==> config.mk <==
export PLATFORM = sky130hd
export DESIGN_NAME = multicycle_controller
export DESIGN_NICKNAME = d
export VERILOG_FILES = /design/src/rtl/mips_ctrl_pkg.sv /design/src/rtl/multicycle_controller.sv
export SDC_FILE = /design/constraint.sdc
export NUM_CORES = 1
export LEC_CHECK = 0
export BUFFER_PORTS_ARGS = -buffer_cell sky130_fd_sc_hd__buf_4
export CORE_MARGIN = 3
export CORE_UTILIZATION = 34
export CTS_BUF_LIST = sky130_fd_sc_hd__clkbuf_4 sky130_fd_sc_hd__clkbuf_8 sky130_fd_sc_hd__clkbuf_16
export DETAILED_ROUTE_END_ITERATION = 8
export PLACE_DENSITY = 0.72
export SETUP_SLACK_MARGIN = 0.4
export SLEW_MARGIN = 20
export SYNTH_ARGS = -nofsm -noshare
export SYNTH_HDL_FRONTEND = slang
export SYNTH_SLANG_ARGS = --single-unit
==> constraint.sdc <==
create_clock -name clk -period 1.18 [get_ports clk]
set_input_delay 0.059 -clock clk [delete_from_list [all_inputs] [get_ports clk]]
set_output_delay 0.059 -clock clk [all_outputs]
set_load 0.02 [all_outputs]
==> src/rtl/mips_ctrl_pkg.sv <==
// -----------------------------------------------------------------------------
// mips_ctrl_pkg
// Shared encodings for the multicycle MIPS controller and the DataPath ALU
// decoder: controller state enumeration, opcode constants, aluControl and
// aluSrcB selector encodings.
// No ports (package).
// -----------------------------------------------------------------------------
package mips_ctrl_pkg;

  // Controller states; the encoding is visible on state_dbg.
  typedef enum logic [3:0] {
    S_FETCH   = 4'd0,
    S_DECODE  = 4'd1,
    S_MEMADR  = 4'd2,
    S_MEMRD   = 4'd3,
    S_MEMWB   = 4'd4,
    S_MEMWR   = 4'd5,
    S_EXEC    = 4'd6,
    S_ALUWB   = 4'd7,
    S_BRANCH  = 4'd8,
    S_ADDIEX  = 4'd9,
    S_ADDIWB  = 4'd10,
    S_ILLEGAL = 4'd11,
    S_INTR    = 4'd12
  } state_t;

  // Opcodes understood by the controller.
  localparam logic [5:0] OP_RTYPE = 6'b000000;
  localparam logic [5:0] OP_LW    = 6'b100011;
  localparam logic [5:0] OP_SW    = 6'b101011;
  localparam logic [5:0] OP_BEQ   = 6'b000100;
  localparam logic [5:0] OP_ADDI  = 6'b001000;

  // aluControl encodings (2'b11 is reserved and never driven).
  localparam logic [1:0] ALU_ADD   = 2'b00;
  localparam logic [1:0] ALU_SUB   = 2'b01;
  localparam logic [1:0] ALU_FUNCT = 2'b10;

  // aluSrcB encodings.
  localparam logic [1:0] SRCB_REGB    = 2'b00;
  localparam logic [1:0] SRCB_FOUR    = 2'b01;
  localparam logic [1:0] SRCB_IMM     = 2'b10;
  localparam logic [1:0] SRCB_IMM_SH2 = 2'b11;

  // True for the last state of every instruction; irq is only sampled there.
  function automatic logic is_end_state(input state_t s);
    logic end_s;
    case (s)
      S_MEMWB, S_MEMWR, S_ALUWB, S_BRANCH, S_ADDIWB, S_ILLEGAL: end_s = 1'b1;
      default:                                                  end_s = 1'b0;
    endcase
    return end_s;
  endfunction

endpackage

==> src/rtl/multicycle_controller.sv <==
// -----------------------------------------------------------------------------
// multicycle_controller
// Moore FSM sequencing the multicycle MIPS DataPath through fetch, decode,
// execute, memory and writeback, with interrupt entry at instruction
// boundaries. All strobes are decoded from the state register only.
//
// Ports:
//   clk           in  1  system clock, rising edge
//   rst           in  1  asynchronous active-high reset, forces FETCH
//   op            in  6  opcode from the instruction register
//   funct         in  6  function field (decoded by the DataPath ALU decoder)
//   irq           in  1  level interrupt request, sampled at end of instruction
//   aluControl    out 2  00 add, 01 sub, 10 from funct
//   aluSrcB       out 2  00 regB, 01 const 4, 10 simm, 11 simm<<2
//   ALUSrcA       out 1  0 PC, 1 register A
//   PCSource      out 1  0 ALU result, 1 ALUOut
//   PCWrite, isBranch, IRWrite, lorD, MemWrite, MemtoReg, RegWrite, RegDst,
//   isInterrupted out 1  DataPath strobes
//   illegal       out 1  high in the cycle after an unknown opcode is decoded
//   state_dbg     out 4  current state encoding
// -----------------------------------------------------------------------------
module multicycle_controller
  import mips_ctrl_pkg::*;
(
  input  logic       clk,
  input  logic       rst,
  input  logic [5:0] op,
  input  logic [5:0] funct,
  input  logic       irq,
  output logic [1:0] aluControl,
  output logic [1:0] aluSrcB,
  output logic       ALUSrcA,
  output logic       PCSource,
  output logic       PCWrite,
  output logic       isBranch,
  output logic       IRWrite,
  output logic       lorD,
  output logic       MemWrite,
  output logic       MemtoReg,
  output logic       RegWrite,
  output logic       RegDst,
  output logic       isInterrupted,
  output logic       illegal,
  output logic [3:0] state_dbg
);

  state_t state_q;
  state_t state_d;

  // funct is consumed by the DataPath ALU decoder, not by the sequencer.
  logic unused_funct_s;
  assign unused_funct_s = ^funct;

  // State register; reset abandons any partial instruction at once.
  always_ff @(posedge clk or posedge rst) begin
    if (rst) begin
      state_q <= S_FETCH;
    end else begin
      state_q <= state_d;
    end
  end

  // Next-state logic.
  always_comb begin
    state_d = S_FETCH;
    if (is_end_state(state_q)) begin
      // Instruction boundary: the only place an interrupt is taken.
      state_d = irq ? S_INTR : S_FETCH;
    end else begin
      case (state_q)
        S_FETCH:  state_d = S_DECODE;
        S_DECODE: begin
          case (op)
            OP_LW, OP_SW: state_d = S_MEMADR;
            OP_RTYPE:     state_d = S_EXEC;
            OP_BEQ:       state_d = S_BRANCH;
            OP_ADDI:      state_d = S_ADDIEX;
            default:      state_d = S_ILLEGAL;
          endcase
        end
        S_MEMADR: begin
          // op is held by the IR; anything but lw/sw here is unreachable,
          // so fall back to a clean fetch rather than guess.
          if (op == OP_SW) begin
            state_d = S_MEMWR;
          end else if (op == OP_LW) begin
            state_d = S_MEMRD;
          end else begin
            state_d = S_FETCH;
          end
        end
        S_MEMRD:  state_d = S_MEMWB;
        S_EXEC:   state_d = S_ALUWB;
        S_ADDIEX: state_d = S_ADDIWB;
        S_INTR:   state_d = S_FETCH;
        default:  state_d = S_FETCH;  // unused encodings recover to FETCH
      endcase
    end
  end

  // Moore output decode from the state register.
  always_comb begin
    aluControl    = ALU_ADD;
    aluSrcB       = SRCB_REGB;
    ALUSrcA       = 1'b0;
    PCSource      = 1'b0;
    PCWrite       = 1'b0;
    isBranch      = 1'b0;
    IRWrite       = 1'b0;
    lorD          = 1'b0;
    MemWrite      = 1'b0;
    MemtoReg      = 1'b0;
    RegWrite      = 1'b0;
    RegDst        = 1'b0;
    isInterrupted = 1'b0;
    illegal       = 1'b0;
    case (state_q)
      S_FETCH: begin
        IRWrite = 1'b1;
        PCWrite = 1'b1;
        aluSrcB = SRCB_FOUR;
      end
      S_DECODE: begin
        aluSrcB = SRCB_IMM_SH2;  // branch target precomputed into ALUOut
      end
      S_MEMADR, S_ADDIEX: begin
        ALUSrcA = 1'b1;
        aluSrcB = SRCB_IMM;
      end
      S_MEMRD: begin
        lorD = 1'b1;
      end
      S_MEMWB: begin
        RegWrite = 1'b1;
        MemtoReg = 1'b1;
      end
      S_MEMWR: begin
        lorD     = 1'b1;
        MemWrite = 1'b1;
      end
      S_EXEC: begin
        ALUSrcA    = 1'b1;
        aluControl = ALU_FUNCT;
      end
      S_ALUWB: begin
        RegWrite = 1'b1;
        RegDst   = 1'b1;
      end
      S_BRANCH: begin
        // PC update is gated by the DataPath zero flag via isBranch.
        ALUSrcA    = 1'b1;
        aluControl = ALU_SUB;
        isBranch   = 1'b1;
        PCSource   = 1'b1;
      end
      S_ADDIWB: begin
        RegWrite = 1'b1;
      end
      S_ILLEGAL: begin
        illegal = 1'b1;
      end
      S_INTR: begin
        isInterrupted = 1'b1;
        PCWrite       = 1'b1;
      end
      default: begin
        aluControl = ALU_ADD;
      end
    endcase
  end

  assign state_dbg = state_q;

endmodule

==> results of run 1 <==
## Yosys cell counts
cell type and number:
nor3_2 1, buf_4 2, or2_2 2, nor4_1 1, buf_2 4, a21oi_1 1, a211oi_1 1, nand2b_1 5
or4_4 1, inv_1 3, clkbuf_1 1, and4_2 1, a31oi_1 1, o2bb2ai_1 1, o21bai_1 1, o21ai_0 4
a31o_1 1, nor2_1 8, mux2i_1 1, nor3_1 7, o211ai_1 1, nor2b_1 1, a21o_1 1, xnor2_1 1
o31ai_1 1, o22ai_1 1, a21o_2 1, nand3_1 1, o22a_1 1, nand2_1 5, dfrtp_1 4, a222oi_1 1
## through the flow
step                utilization [%]  TNS, ps  hold slack [ps]
floorplan                         -    -1100             -175
global placement               79.6     -477            -53.1
detailed placement             79.6     -667            -47.3
## logic make-up after synthesis
group	count (synthesis)
xor+xnor	1
compound gates	17
simple gates	33
flops	4
buf+inv	10
mux	1
==> metrics.md, run 1 <==
| Metric | Value |
|---|---|
| Die outline width | 43 um |
| Complex-gate fraction of the synthesized area | 25.8% |
| Num CTS Buffers | 3 |
| Per-instance average area after synthesis | 7.05 um^2 |
| Post-placement worst setup slack | -117 ps |
| CTS-repair resized insts | 40 |
| Number of levels in the clock H-tree | 1 |
| CTS Buffer Depth | 2 |
| Total I/O pin count | 35 |
| Vert. Die Dim | 43 um |
| Number of library cell types mapped by synthesis | 32 |
| Mux contribution to synthesized area | 2.15% |
| Cells taking the most area after synthesis | dfrtp_1 22%, nor3_1 7.5%, nand2b_1 6.7% |
| Fraction of the mapped netlist area in simple logic gates | 37.9% |
| Cells after Synth | 66 |
| Run status | stopped before the end |
| Post-Synth XOR/XNOR Area | 1.88% |
| Error that halted the flow | [ERROR DPL-0038] Utilization greater than 100%, impossible to legalize |
| Clk Tree Root Cell | clkbuf_4 |
| Row count | 12 |
| Final RePlAce weighted congestion | 0.770 |
| TritonCTS sink count | 4 |
| Standard cell area after detailed placement | 945 um^2 |
| Synthesized-area fraction occupied by adder cells | 0% |
| Sequential-to-total area share from yosys stat | 21.5% |
| Stage where the flow stopped | clock tree synthesis |
| Total of warnings raised by yosys | 0 |
| Largest family of logic cells by synthesized area | simple AND/OR/NAND/NOR gates |
| Syn_nets | 81 |
| DP Cell Count | 124 |
| Number of port buffers | 28 |
| Hpwl dp | 1.27 mm |
| Number of buffers inserted to repair setup after CTS | 8 |
| Initial standard-cell utilization of the core | 39.2% |
| Share of Yosys cell area claimed by the top area cell type | 21.5% |
| Combined area of all synthesized cells | 465 um^2 |
| Post-cts hold buffer count | 1 |
| Number of synthesized register bits | 4 |
| Yosys top cell by area | dfrtp_1 |
==> inputs of run 2 (changes only) <==
==> config.mk (replaced) <==
export PLATFORM = sky130hd
export DESIGN_NAME = multicycle_controller
export DESIGN_NICKNAME = d
export VERILOG_FILES = /design/src/rtl/mips_ctrl_pkg.sv /design/src/rtl/multicycle_controller.sv
export SDC_FILE = /design/constraint.sdc
export NUM_CORES = 1
export LEC_CHECK = 0
export BUFFER_PORTS_ARGS = -buffer_cell sky130_fd_sc_hd__buf_4
export CORE_AREA = 3 3 64 66
export DETAILED_ROUTE_END_ITERATION = 8
export DIE_AREA = 0 0 67 69
export PLACE_DENSITY_LB_ADDON = 0.15
export SLEW_MARGIN = 20
export SYNTH_ARGS = -nofsm -noshare
export SYNTH_HDL_FRONTEND = slang
export SYNTH_SLANG_ARGS = --single-unit
==> constraint.sdc (replaced) <==
create_clock -name clk -period 1.55 [get_ports clk]
set_input_delay 0.0775 -clock clk [delete_from_list [all_inputs] [get_ports clk]]
set_output_delay 0.0775 -clock clk [all_outputs]
set_load 0.02 [all_outputs]
==> metrics.md, run 2 <==
| Metric | Value |
|---|---|
| Hpwl dp | 1.29 mm (+1.5%) |
| Total die area | 0.00462 mm^2 |
| Final RePlAce weighted congestion | 0.702 (-8.8%) |
| Final min period | 1480 ps |
| Type of the setup path with the least slack | flip-flop to output port |
| Commonest cells after routing, fill and taps aside | 34 x buf_4, 8 x nor2_1, 5 x nand2_1, 5 x nor3_1 |
| Sequence of cells on the critical path | buf_4, or2_2, a21oi_2, buf_4 |
| Total of warnings raised by yosys | 0 (unchanged) |
| Num CTS Buffers | 3 (unchanged) |
| Total iterations of the first detailed-routing run | 5 |
| Setup slack of the most critical reg-to-reg path | 190 ps |
| Cells taking the most area after synthesis | dfrtp_1 22%, nor3_1 7.5%, nand2b_1 6.7% |
| Most common library cell in the layout ignoring fill and taps | buf_4 |
| Run status | complete, no violations |
| Endpoint of the worst-slack reg-to-reg timing path | state_dbg[0] |
| Placeable core region | 0.00363 mm^2 |
| Cell internal pwr | 0.963 mW |
| Via count | 606 |
| Worst Hold Endpoint | state_dbg[1] |
| Pwr dens | 2200 mW/mm^2 |
| Asr flop ratio synth | 100% (unchanged) |
| Number of levels in the clock H-tree | 1 (unchanged) |
| Count of flip-flops with a built-in enable after synthesis | 0 (unchanged) |
| Post-CTS clock slew at the launch and capture registers of the worst setup and hold paths | 30 ps |
| Syn_nets | 81 (unchanged) |
| Routed via count divided by cell count | 4.15 |
| DR WL/cell | 11.5 um |
| Max rail drop VDD | 450 uV |
| Total I/O pin count | 35 (unchanged) |
| TritonCTS clock tree | yes |
| Number of nets still failing antenna checks after routing | 0 |
| Final Worst Setup Slack | 65.4 ps |
| Number of fill cells | 425 |
| Die outline width | 67 um (+56%) |
| Cells after Synth | 66 (unchanged) |
| Hold/Removal Path Class | input pin to flip-flop |
| Master of the slowest instance on the critical path | dfrtp_2 |
| Worst min-delay path startpoint | op[3] |
| Slew at the pin closest to its max-slew limit | 289 ps |
| Clk Tree Root Cell | clkbuf_8 |
| Setup total negative slack | 0 ps |
| Type of origin of the critical path | flip-flop |
| Standard cell area after detailed placement | 743 um^2 (-21%) |
| Number of port buffers | 28 (unchanged) |
| Cells on Worst Hold Path | 2 |
| Area growth from synthesis to layout | 82.8% |
| Sw Pwr | 0.913 mW |
| Unrepaired setup endpoints after global routing | false |
| Leakage power summed over all cells | 0.381 nW |
| Post-Route WL | 1.67 mm |
| Antenna violations before repair | 0 |
| Initial standard-cell utilization of the core | 12.8% (-26 points) |
| Slew Limit Headroom | 80.6% |
| Switching Fraction | 48.7% |
| First-pass GRT wire length | 2.60 mm |
| Worst EP arrival | 1410 ps |
| Worst stage delay on the critical path | 420 ps |
| Dominant cell by count in the synthesized netlist | nor2_1 |
| 1st-iter DRT viols | 42 |
| Global-route usage over all layers | 7.30% |
| Combinational Power Share | 75.1% |
| Number of library cell types mapped by synthesis | 32 (unchanged) |
| Worst Path Max Fanout | 9 |
| Largest net degree at the start of global routing | 11 |
| Share of post-route cells with drive strength above 1 | 57.1% |
| CTS Buffer Depth | 2 (unchanged) |
| Count of final max-slew check failures | 0 |
| Share of the clock period used by the worst path after layout | 95.8% |
| Max capacitance violation total | 0 |
| TritonCTS sink count | 4 (unchanged) |
| Total global routing overflow | 0 |
| Clock latency of the later-clocked register in the worst-skew pair | 210 ps |
| Number of synthesized register bits | 4 (unchanged) |
| Number of setup violations in the final report | 0 |
| Cell area after layout | 851 um^2 |
| Cell count of the worst reg-to-reg path | 4 |
| Sequential Power Share | 13.6% |
| Reg-to-reg critical path startpoint | state_dbg[1] |
| Max FFs per register | 4 |
| Via count of the first global-routing pass | 544 |
| Number of antenna diodes | 0 |
| Per-instance average area after synthesis | 7.05 um^2 (unchanged) |
| CP most frequent cell | buf_4 |
| Final worst clock skew | 2.20 ps |
| Final Hold Violating Endpoints | 0 |
| Row count | 22 (+10) |
| Vert. Die Dim | 69 um (+60%) |
| DRC violations left | 0 |
| Post-placement worst setup slack | 97.2 ps (+214 ps) |
| Prevailing post-synth register cell | dfrtp_1 |
| Sequential-to-total area share from yosys stat | 21.5% (unchanged) |
| Required @ worst endpoint | 1470 ps |
| Share of Yosys cell area claimed by the top area cell type | 21.5% (unchanged) |
| Proportion of power drawn by the clock network | 11.3% |
| Layout Nets | 115 |
| Combined area of all synthesized cells | 465 um^2 (unchanged) |
| Top post-synthesis cells by count | 8 x nor2_1, 7 x nor3_1, 5 x nand2_1, 5 x nand2b_1 |
| Endpoint kind of the worst setup timing path | output port |
| Maximum clock rate | 674 MHz |
| Yosys top cell by area | dfrtp_1 |
## run 2: cell counts after synthesis
No cell type changed its count.
## run 2: layout make-up
cell class / instances / area [um^2] / share of cell area, %
clock buffer: 3 / 41.3 / 4.85
tap: 48 / 60.1 / 7.06
multi-input combinational: 52 / 357 / 41.9
inverter: 3 / 11.3 / 1.32
sequential: 4 / 105 / 12.4
timing repair buffer: 36 / 277 / 32.5
## run 2: metal layers
layer	vias to the layer above	global-route usage [%]	part of all wire [%]
met4	0	3.38	1.6
met3	2	2.28	9.1
li1	299	-	-
met5	-	0	0
met2	28	11.1	48
met1	277	9.17	42
## run 2: worst max path at each step
stage | startpoint | end | slack (ps) | cells after the start
3_3_place_gp | state_dbg[3] | state_dbg[0] | 100 | 4
4_1_cts | state_dbg[2] | RegWrite | 7 | 4
6_report | state_dbg[3] | aluSrcB[1] | 70 | 4
3_5_place_dp | state_dbg[3] | state_dbg[2] | 100 | 4
2_1_floorplan | state_dbg[3] | PCWrite | -150 | 4
5_1_grt | state_dbg[3] | aluSrcB[1] | 2 | 4
## run 2: through the flow
step | total power, mW | hold WS [ps] | util (%) | instances
2_1_floorplan | 1.05 | -156 | - | 66
6_report | 1.88 | 133 | 23.4 | 146
5_1_grt | 2.02 | 142 | 23.4 | 146
3_5_place_dp | 1.53 | -24.7 | 20.5 | 139
4_1_cts | 1.79 | 135 | 22.2 | 143
3_3_place_gp | 1.53 | -28.3 | 20.5 | 139
## run 2: power groups by stage
stage | Clock [mW] | Combinational [mW] | Sequential, mW
final | 0.212 | 1.41 | 0.255
after global routing | 0.234 | 1.51 | 0.271
after CTS | 0.222 | 1.32 | 0.247
after detailed placement | 0 | 1.30 | 0.237
after global placement | 0 | 1.30 | 0.238
after floorplan | 0 | 0.795 | 0.258
## run 2: worst max-delay path, delay by kind of cell, from the launching register on
family / cells / cell delay, ps
AOI/OAI and AO/OA: 1 / 140
and+or+nand+nor: 1 / 310
buffers and inverters: 2 / 330
DFF: 1 / 420
## run 2: what timing repair did
| action | 4_1_cts | 5_1_grt |
|---|---|---|
| endpoints found under the setup margin | 2 | 7 |
| endpoints found under the hold margin | 4 | 0 |
| buffers inserted | 0 | 3 |
| gates resized for setup | 3 | 8 |
| hold buffers | 1 | 0 |
## run 2: logic make-up after synthesis
logic type | Yosys count | share of synthesized area (%)
AO/OA/AOI/OAI | 17 | 25.8
flip-flops | 4 | 21.5
XOR/XNOR | 1 | 1.88
multiplexers | 1 | 2.15
AND/OR/NAND/NOR | 33 | 37.9
buffers and inverters | 10 | 10.8
No activity file was read; power rests on OpenSTA's default activity.
==> inputs of run 3 (changes only) <==
==> constraint.sdc (replaced) <==
create_clock -name clk -period 1.55 [get_ports clk]
set_input_delay 0.0775 -clock clk [delete_from_list [all_inputs] [get_ports clk]]
set_output_delay 0.0775 -clock clk [all_outputs]
set_load 0.05 [all_outputs]
==> metrics.md, run 3 (same netlist as run 2, synthesis figures left out) <==
| Metric | Value |
|---|---|
| Placeable core region | 0.00363 mm^2 (unchanged) |
| Worst stage delay on the critical path | 420 ps (about the same) |
| Number of setup violations in the final report | 0 (unchanged) |
| Die outline width | 67 um (unchanged) |
| Number of fill cells | 405 (-4.7%) |
| Worst hold slack after final layout | 120 ps (-13.1 ps) |
| Max FFs per register | 4 (unchanged) |
| Via count of the first global-routing pass | 661 (+22%) |
| Reg-to-reg critical path startpoint | state_dbg[2] |
| Final worst clock skew | 2.82 ps (+0.615 ps) |
| Number of port buffers | 28 (unchanged) |
| Post-Route WL | 1.73 mm (+3.7%) |
| Sequence of cells on the critical path | buf_6, nand2b_4, mux2i_2, a21o_4, buf_8 |
| Capturing instance or port of the critical path | RegWrite |
| Type of origin of the critical path | flip-flop |
| Setup slack of the most critical reg-to-reg path | 160 ps (-30 ps) |
| Vert. Die Dim | 69 um (unchanged) |
| Most common library cell in the layout ignoring fill and taps | buf_4 |
| Final Hold Violating Endpoints | 0 (unchanged) |
| Row count | 22 (unchanged) |
| Required @ worst endpoint | 1470 ps (about the same) |
| Via count | 641 (+5.8%) |
| Global-route usage over all layers | 8.28% (+0.98 points) |
| Type of the setup path with the least slack | flip-flop to output port |
| Master of the slowest instance on the critical path | dfrtp_2 |
| Share of the clock period used by the worst path after layout | 96.1% (+0.29 points) |
| Final RePlAce weighted congestion | 0.700 (-0.31%) |
| Unrepaired setup endpoints after global routing | true |
| First-pass GRT wire length | 3.04 mm (+17%) |
| Layout Nets | 125 (+8.7%) |
| DP Cell Count | 148 (+6.5%) |
| CTS Buffer Depth | 2 (unchanged) |
| Cell area after layout | 0.00105 mm^2 (+23%) |
| Footprint of the multi-input gates | 447 um^2 (+25%) |
| Final min period | 1490 ps (+4.54 ps) |
| Worst EP arrival | 1410 ps (about the same) |
| Endpoint kind of the worst setup timing path | output port |
| Run status | complete, no violations |
| Slew Limit Headroom | 80.3% (-0.31 points) |
| Antenna violations before repair | 0 (unchanged) |
| Largest net degree at the start of global routing | 12 (+1) |
| Clock latency of the later-clocked register in the worst-skew pair | 220 ps (about the same) |
| Slew at the pin closest to its max-slew limit | 294 ps (+4.68 ps) |
| Worst Path Max Fanout | 7 (-2) |
| Post-CTS clock slew at the launch and capture registers of the worst setup and hold paths | 30 ps (about the same) |
| Crit. Startpoint | state_dbg[2] |
| Total global routing overflow | 0 (unchanged) |
| Number of antenna diodes | 0 (unchanged) |
| Final Instance Count excl. Fillers | 156 (+6.8%) |
| Total iterations of the first detailed-routing run | 4 (-1) |
| DR WL/cell | 11.1 um (-2.9%) |
| Maximum clock rate | 672 MHz (-0.30%) |
| Sequential cell area | 105 um^2 (unchanged) |
| TritonCTS sink count | 4 (unchanged) |
| Area growth from synthesis to layout | 125% |
| TritonCTS clock tree | yes |
| Max capacitance violation total | 0 (unchanged) |
| Number of levels in the clock H-tree | 1 (unchanged) |
| 1st-iter DRT viols | 52 (+24%) |
| Hpwl dp | 1.43 mm (+10%) |
| Share of post-route cells with drive strength above 1 | 68.5% (+11 points) |
| Num CTS Buffers | 3 (unchanged) |
| Number of nets still failing antenna checks after routing | 0 (unchanged) |
| Standard cell area after detailed placement | 922 um^2 (+24%) |
| Cell count of the worst reg-to-reg path | 6 (+2) |
| Routed via count divided by cell count | 4.11 (-1.0%) |
| Commonest cells after routing, fill and taps aside | 37 x buf_4, 7 x buf_6, 5 x nand2_1 |
| Count of final max-slew check failures | 0 (unchanged) |
| Fraction of the core area covered by cells at the end of the flow | 28.8% (+5.4 points) |
| DRC violations left | 0 (unchanged) |
| Total die area | 0.00462 mm^2 (unchanged) |
| Endpoint of the worst-slack reg-to-reg timing path | state_dbg[3] |
| Hold/Removal Path Class | input pin to flip-flop |
| Clk Tree Root Cell | clkbuf_8 |
| Initial standard-cell utilization of the core | 12.8% (unchanged) |
| Total I/O pin count | 35 (unchanged) |
run 3: worst max-delay path: cells and delay by family (launching register included):
| kind | cells | cell delay, ps |
|---|---|---|
| compound gates | 1 | 150 |
| buf+inv | 2 | 270 |
| flops | 1 | 420 |
| mux | 1 | 180 |
| simple gates | 1 | 180 |
run 3: worst min path at each step:
stage,from,cells past startpoint,end
after floorplan,rst,1,state_dbg[0]
after global placement,rst,2,state_dbg[2]
after detailed placement,rst,2,state_dbg[0]
after CTS,op[3],2,state_dbg[1]
after global routing,op[3],2,state_dbg[1]
final,op[3],2,state_dbg[1]
run 3: metal layers:
| metal | share of wire, % | global-route usage, % |
|---|---|---|
| met5 | 0 | 0 |
| met4 | 0 | 1.35 |
| met3 | 7.2 | 1.95 |
| met2 | 49 | 13.9 |
| met1 | 44 | 10.8 |
run 3: what timing repair did:
item,4_1_cts,5_1_grt
endpoints found under the hold margin,4,0
setup buffers,2,2
setup endpoints to repair,3,8
pin swaps,1,2
hold buffers,1,0
gates resized for setup,5,7
run 3: through the flow:
step | worst slack [ps] | TNS, ps
finish | 60.8 | 0
global route | -8.58 | -20.2
CTS | -7.60 | -7.60
detailed placement | 145 | 0
global placement | 137 | 0
floorplan | -257 | -955
run 3: final cells by class:
type	count	area share, %
multi-input combinational	52	42.7
tap	48	5.74
sequential	4	10.0
inverter	3	1.08
timing repair buffer	46	36.5
clock buffer	3	3.95
Power of run 3 is not shown: default switching activity piles up to over one toggle a cycle in this logic, so the estimate is an artifact.
==> inputs of run 4 (changes only) <==
--- a/config.mk
+++ b/config.mk
@@ -5,12 +5,12 @@
 export SDC_FILE = /design/constraint.sdc
 export NUM_CORES = 1
 export LEC_CHECK = 0
+export ABC_AREA = 1
 export BUFFER_PORTS_ARGS = -buffer_cell sky130_fd_sc_hd__buf_4
 export CORE_AREA = 3 3 64 66
 export DETAILED_ROUTE_END_ITERATION = 8
 export DIE_AREA = 0 0 67 69
 export PLACE_DENSITY_LB_ADDON = 0.15
-export SLEW_MARGIN = 20
 export SYNTH_ARGS = -nofsm -noshare
 export SYNTH_HDL_FRONTEND = slang
 export SYNTH_SLANG_ARGS = --single-unit
==> metrics.md, run 4 <==
| Metric | Value |
|---|---|
| Num CTS Buffers | 3 (unchanged) |
| DP Cell Count | 150 (+1.4%) |
| Per-instance average area after synthesis | 5.76 um^2 (-18%) |
| Busiest grt layer | met2 |
| Final Instance Count excl. Fillers | 158 (+1.3%) |
| Post-Route WL | 1.55 mm (-11%) |
| Endpoint kind of the worst setup timing path | output port |
| Prevailing post-synth register cell | dfrtp_1 |
| Hpwl dp | 1.32 mm (-7.7%) |
| Share of post-route cells with drive strength above 1 | 54.5% (-14 points) |
| Sequential-to-total area share from yosys stat | 23.2% (+1.7 points) |
| Max rail drop VDD | 461 uV |
| Slew Limit Headroom | 86.9% (+6.6 points) |
| Global-route usage over all layers | 7.00% (-1.3 points) |
| Syn_nets | 90 (+11%) |
| Post-CTS clock slew at the launch and capture registers of the worst setup and hold paths | 30 ps (about the same) |
| Max FFs per register | 4 (unchanged) |
| Cells taking the most area after synthesis | dfrtp_1 23%, nor2_1 14%, nand2_1 12% |
| 1st-iter DRT viols | 33 (-37%) |
| Row count | 22 (unchanged) |
| Top post-synthesis cells by count | 16 x nor2_1, 14 x nand2_1, 11 x inv_1 |
| Final Hold Violating Endpoints | 0 (unchanged) |
| First-pass GRT wire length | 2.54 mm (-16%) |
| Setup total negative slack | 0 ps (unchanged) |
| Worst hold slack after final layout | 132 ps (+11.8 ps) |
| Type of the setup path with the least slack | flip-flop to output port |
| Combined area of all synthesized cells | 432 um^2 (-7.3%) |
| Layout Nets | 127 (+1.6%) |
| Via count | 581 (-9.4%) |
| Vert. Die Dim | 69 um (unchanged) |
| Total of warnings raised by yosys | 0 (unchanged) |
| Yosys top cell by area | dfrtp_1 |
| Most common library cell in the layout ignoring fill and taps | buf_4 |
| Endpoint of the worst-slack reg-to-reg timing path | state_dbg[3] |
| Cells on Worst Hold Path | 3 (+1) |
| Reg-to-reg critical path startpoint | state_dbg[0] |
| Placeable core region | 0.00363 mm^2 (unchanged) |
| Number of fill cells | 427 (+5.4%) |
| Number of nets still failing antenna checks after routing | 0 (unchanged) |
| Clock latency of the later-clocked register in the worst-skew pair | 210 ps (about the same) |
| Worst EP arrival | 1400 ps (about the same) |
| Number of antenna diodes | 0 (unchanged) |
| Cell count of the worst reg-to-reg path | 7 (+1) |
| Maximum clock rate | 679 MHz (+1.1%) |
| Number of setup violations in the final report | 0 (unchanged) |
| Area growth from synthesis to layout | 92.8% |
| Hold/Removal Path Class | input pin to flip-flop |
| Slew at the pin closest to its max-slew limit | 196 ps (-98.0 ps) |
| DR WL/cell | 9.78 um (-12%) |
| Number of synthesized register bits | 4 (unchanged) |
| Count of flip-flops with a built-in enable after synthesis | 0 (unchanged) |
| Initial standard-cell utilization of the core | 11.9% (-0.93 points) |
| Commonest cells after routing, fill and taps aside | 32 x buf_4, 13 x nand2_1, 12 x nor2_1 |
| Fraction of the core area covered by cells at the end of the flow | 22.9% (-5.9 points) |
| Worst Path Max Fanout | 4 (-3) |
| Die outline width | 67 um (unchanged) |
| Leakage power summed over all cells | 0.421 nW |
| Number of port buffers | 28 (unchanged) |
| Total global routing overflow | 0 (unchanged) |
| Asr flop ratio synth | 100% (unchanged) |
| Antenna violations before repair | 0 (unchanged) |
| Run status | complete, no violations |
| Pwr dens | 2650 mW/mm^2 |
| Number of library cell types mapped by synthesis | 18 (-44%) |
| Required @ worst endpoint | 1470 ps (about the same) |
| Total die area | 0.00462 mm^2 (unchanged) |
| Max capacitance violation total | 0 (unchanged) |
| Total I/O pin count | 35 (unchanged) |
| DRC violations left | 0 (unchanged) |
| Total iterations of the first detailed-routing run | 3 (-1) |
| Via count of the first global-routing pass | 585 (-11%) |
| Final min period | 1470 ps (-15.9 ps) |
| GRT met3 Usage | 1.63% (-0.33 points) |
| Final RePlAce weighted congestion | 0.743 (+6.1%) |
| Crit. Startpoint | state_dbg[2] |
| Setup slack of the most critical reg-to-reg path | 330 ps (+170 ps) |
| Share of the clock period used by the worst path after layout | 95.1% (-1.0 points) |
| Routed via count divided by cell count | 3.68 (-11%) |
| Count of final max-slew check failures | 0 (unchanged) |
| Share of Yosys cell area claimed by the top area cell type | 23.2% (+1.7 points) |
| TritonCTS sink count | 4 (unchanged) |
| Dominant cell by count in the synthesized netlist | nor2_1 |
| Met2 demand-to-capacity share in global routing | 11.9% (-2.0 points) |
| Final worst clock skew | 1.81 ps (-1.00 ps) |
| Final Worst Setup Slack | 76.7 ps (+15.9 ps) |
| TritonCTS clock tree | yes |
| Cells after Synth | 75 (+14%) |
| Clk Tree Root Cell | clkbuf_8 |
| CTS Buffer Depth | 2 (unchanged) |
| Number of levels in the clock H-tree | 1 (unchanged) |
| Largest net degree at the start of global routing | 9 (-3) |
| Post-placement worst setup slack | 229 ps (+84.2 ps) |
| Type of origin of the critical path | flip-flop |
| Capturing instance or port of the critical path | ALUSrcA |
| Grt met1 use | 7.68% (-3.1 points) |
==> run 4: cell types whose count changed after synthesis, sizes merged, moves of 2 or more <==
cell	previous run	this run
nand3b	0	2
inv	3	13
or2	2	0
nand3	1	7
nand2b	5	0
a21o	2	0
nor2	8	19
nand2	5	17
buf	6	2
nor3	8	1
==> run 4: final cells by class <==
class | instances | area, um^2 | area share [%]
multi-input cells | 56 | 312 | 37.4
repair buffers | 34 | 262 | 31.4
flip-flops and latches | 4 | 105 | 12.6
well taps | 48 | 60.1 | 7.22
inverters | 13 | 52.6 | 6.32
clock buffers | 3 | 41.3 | 4.96
==> run 4: where the power goes <==
group,total [mW],leakage [nW],switching [mW],internal (mW)
clock network,0.213,0.0216,0.0483,0.165
registers,0.244,0.0457,0.0832,0.161
logic,1.75,0.354,1.22,0.529
total,2.21,0.421,1.35,0.855
==> run 4: per-stage QoR <==
| step | power, mW | area, um^2 |
|---|---|---|
| global route | 2.37 | 832 |
| CTS | 2.13 | 786 |
| floorplan | 1.44 | 472 |
| detailed placement | 1.91 | 734 |
| global placement | 1.91 | 734 |
| finish | 2.21 | 832 |
==> run 4: timing repair <==
item | 4_1_cts | 5_1_grt
hold buffers | 1 | 0
setup endpoints to repair | 1 | 10
gates resized for setup | 0 | 6
hold endpoints to repair | 4 | 0
buffers inserted | 0 | 4
cloned | 0 | 0
==> run 4: worst min-delay path by stage <==
stage	startpoint	endpoint
finish	irq	state_dbg[2]
global route	irq	state_dbg[2]
CTS	irq	state_dbg[2]
detailed placement	rst	state_dbg[3]
global placement	rst	state_dbg[3]
floorplan	rst	state_dbg[0]
==> run 4: logic make-up after synthesis <==
kind of cell              after synthesis  synth area share (%)
AOI/OAI and AO/OA                       8                  11.0
xor gates and xnor gates                1                  2.03
buffers and inverters                  15                  14.8
DFF                                     4                  23.2
and+or+nand+nor                        47                  49.0
==> run 4: critical path, stage by stage (launching register included) <==
cell and delay, ps:
dfrtp_2 420, inv_1 140, nor2_2 80, nand2_2 100, inv_2 50, nor2_2 130, nand3_2 70, buf_4 190
==> run 4: per-layer routing <==
layer	vias up	wire, um	part of all wire [%]
met4	0	14	0.91
met2	23	744	48
met3	2	109	7.1
met5	-	0	0
li1	305	-	-
met1	251	677	44
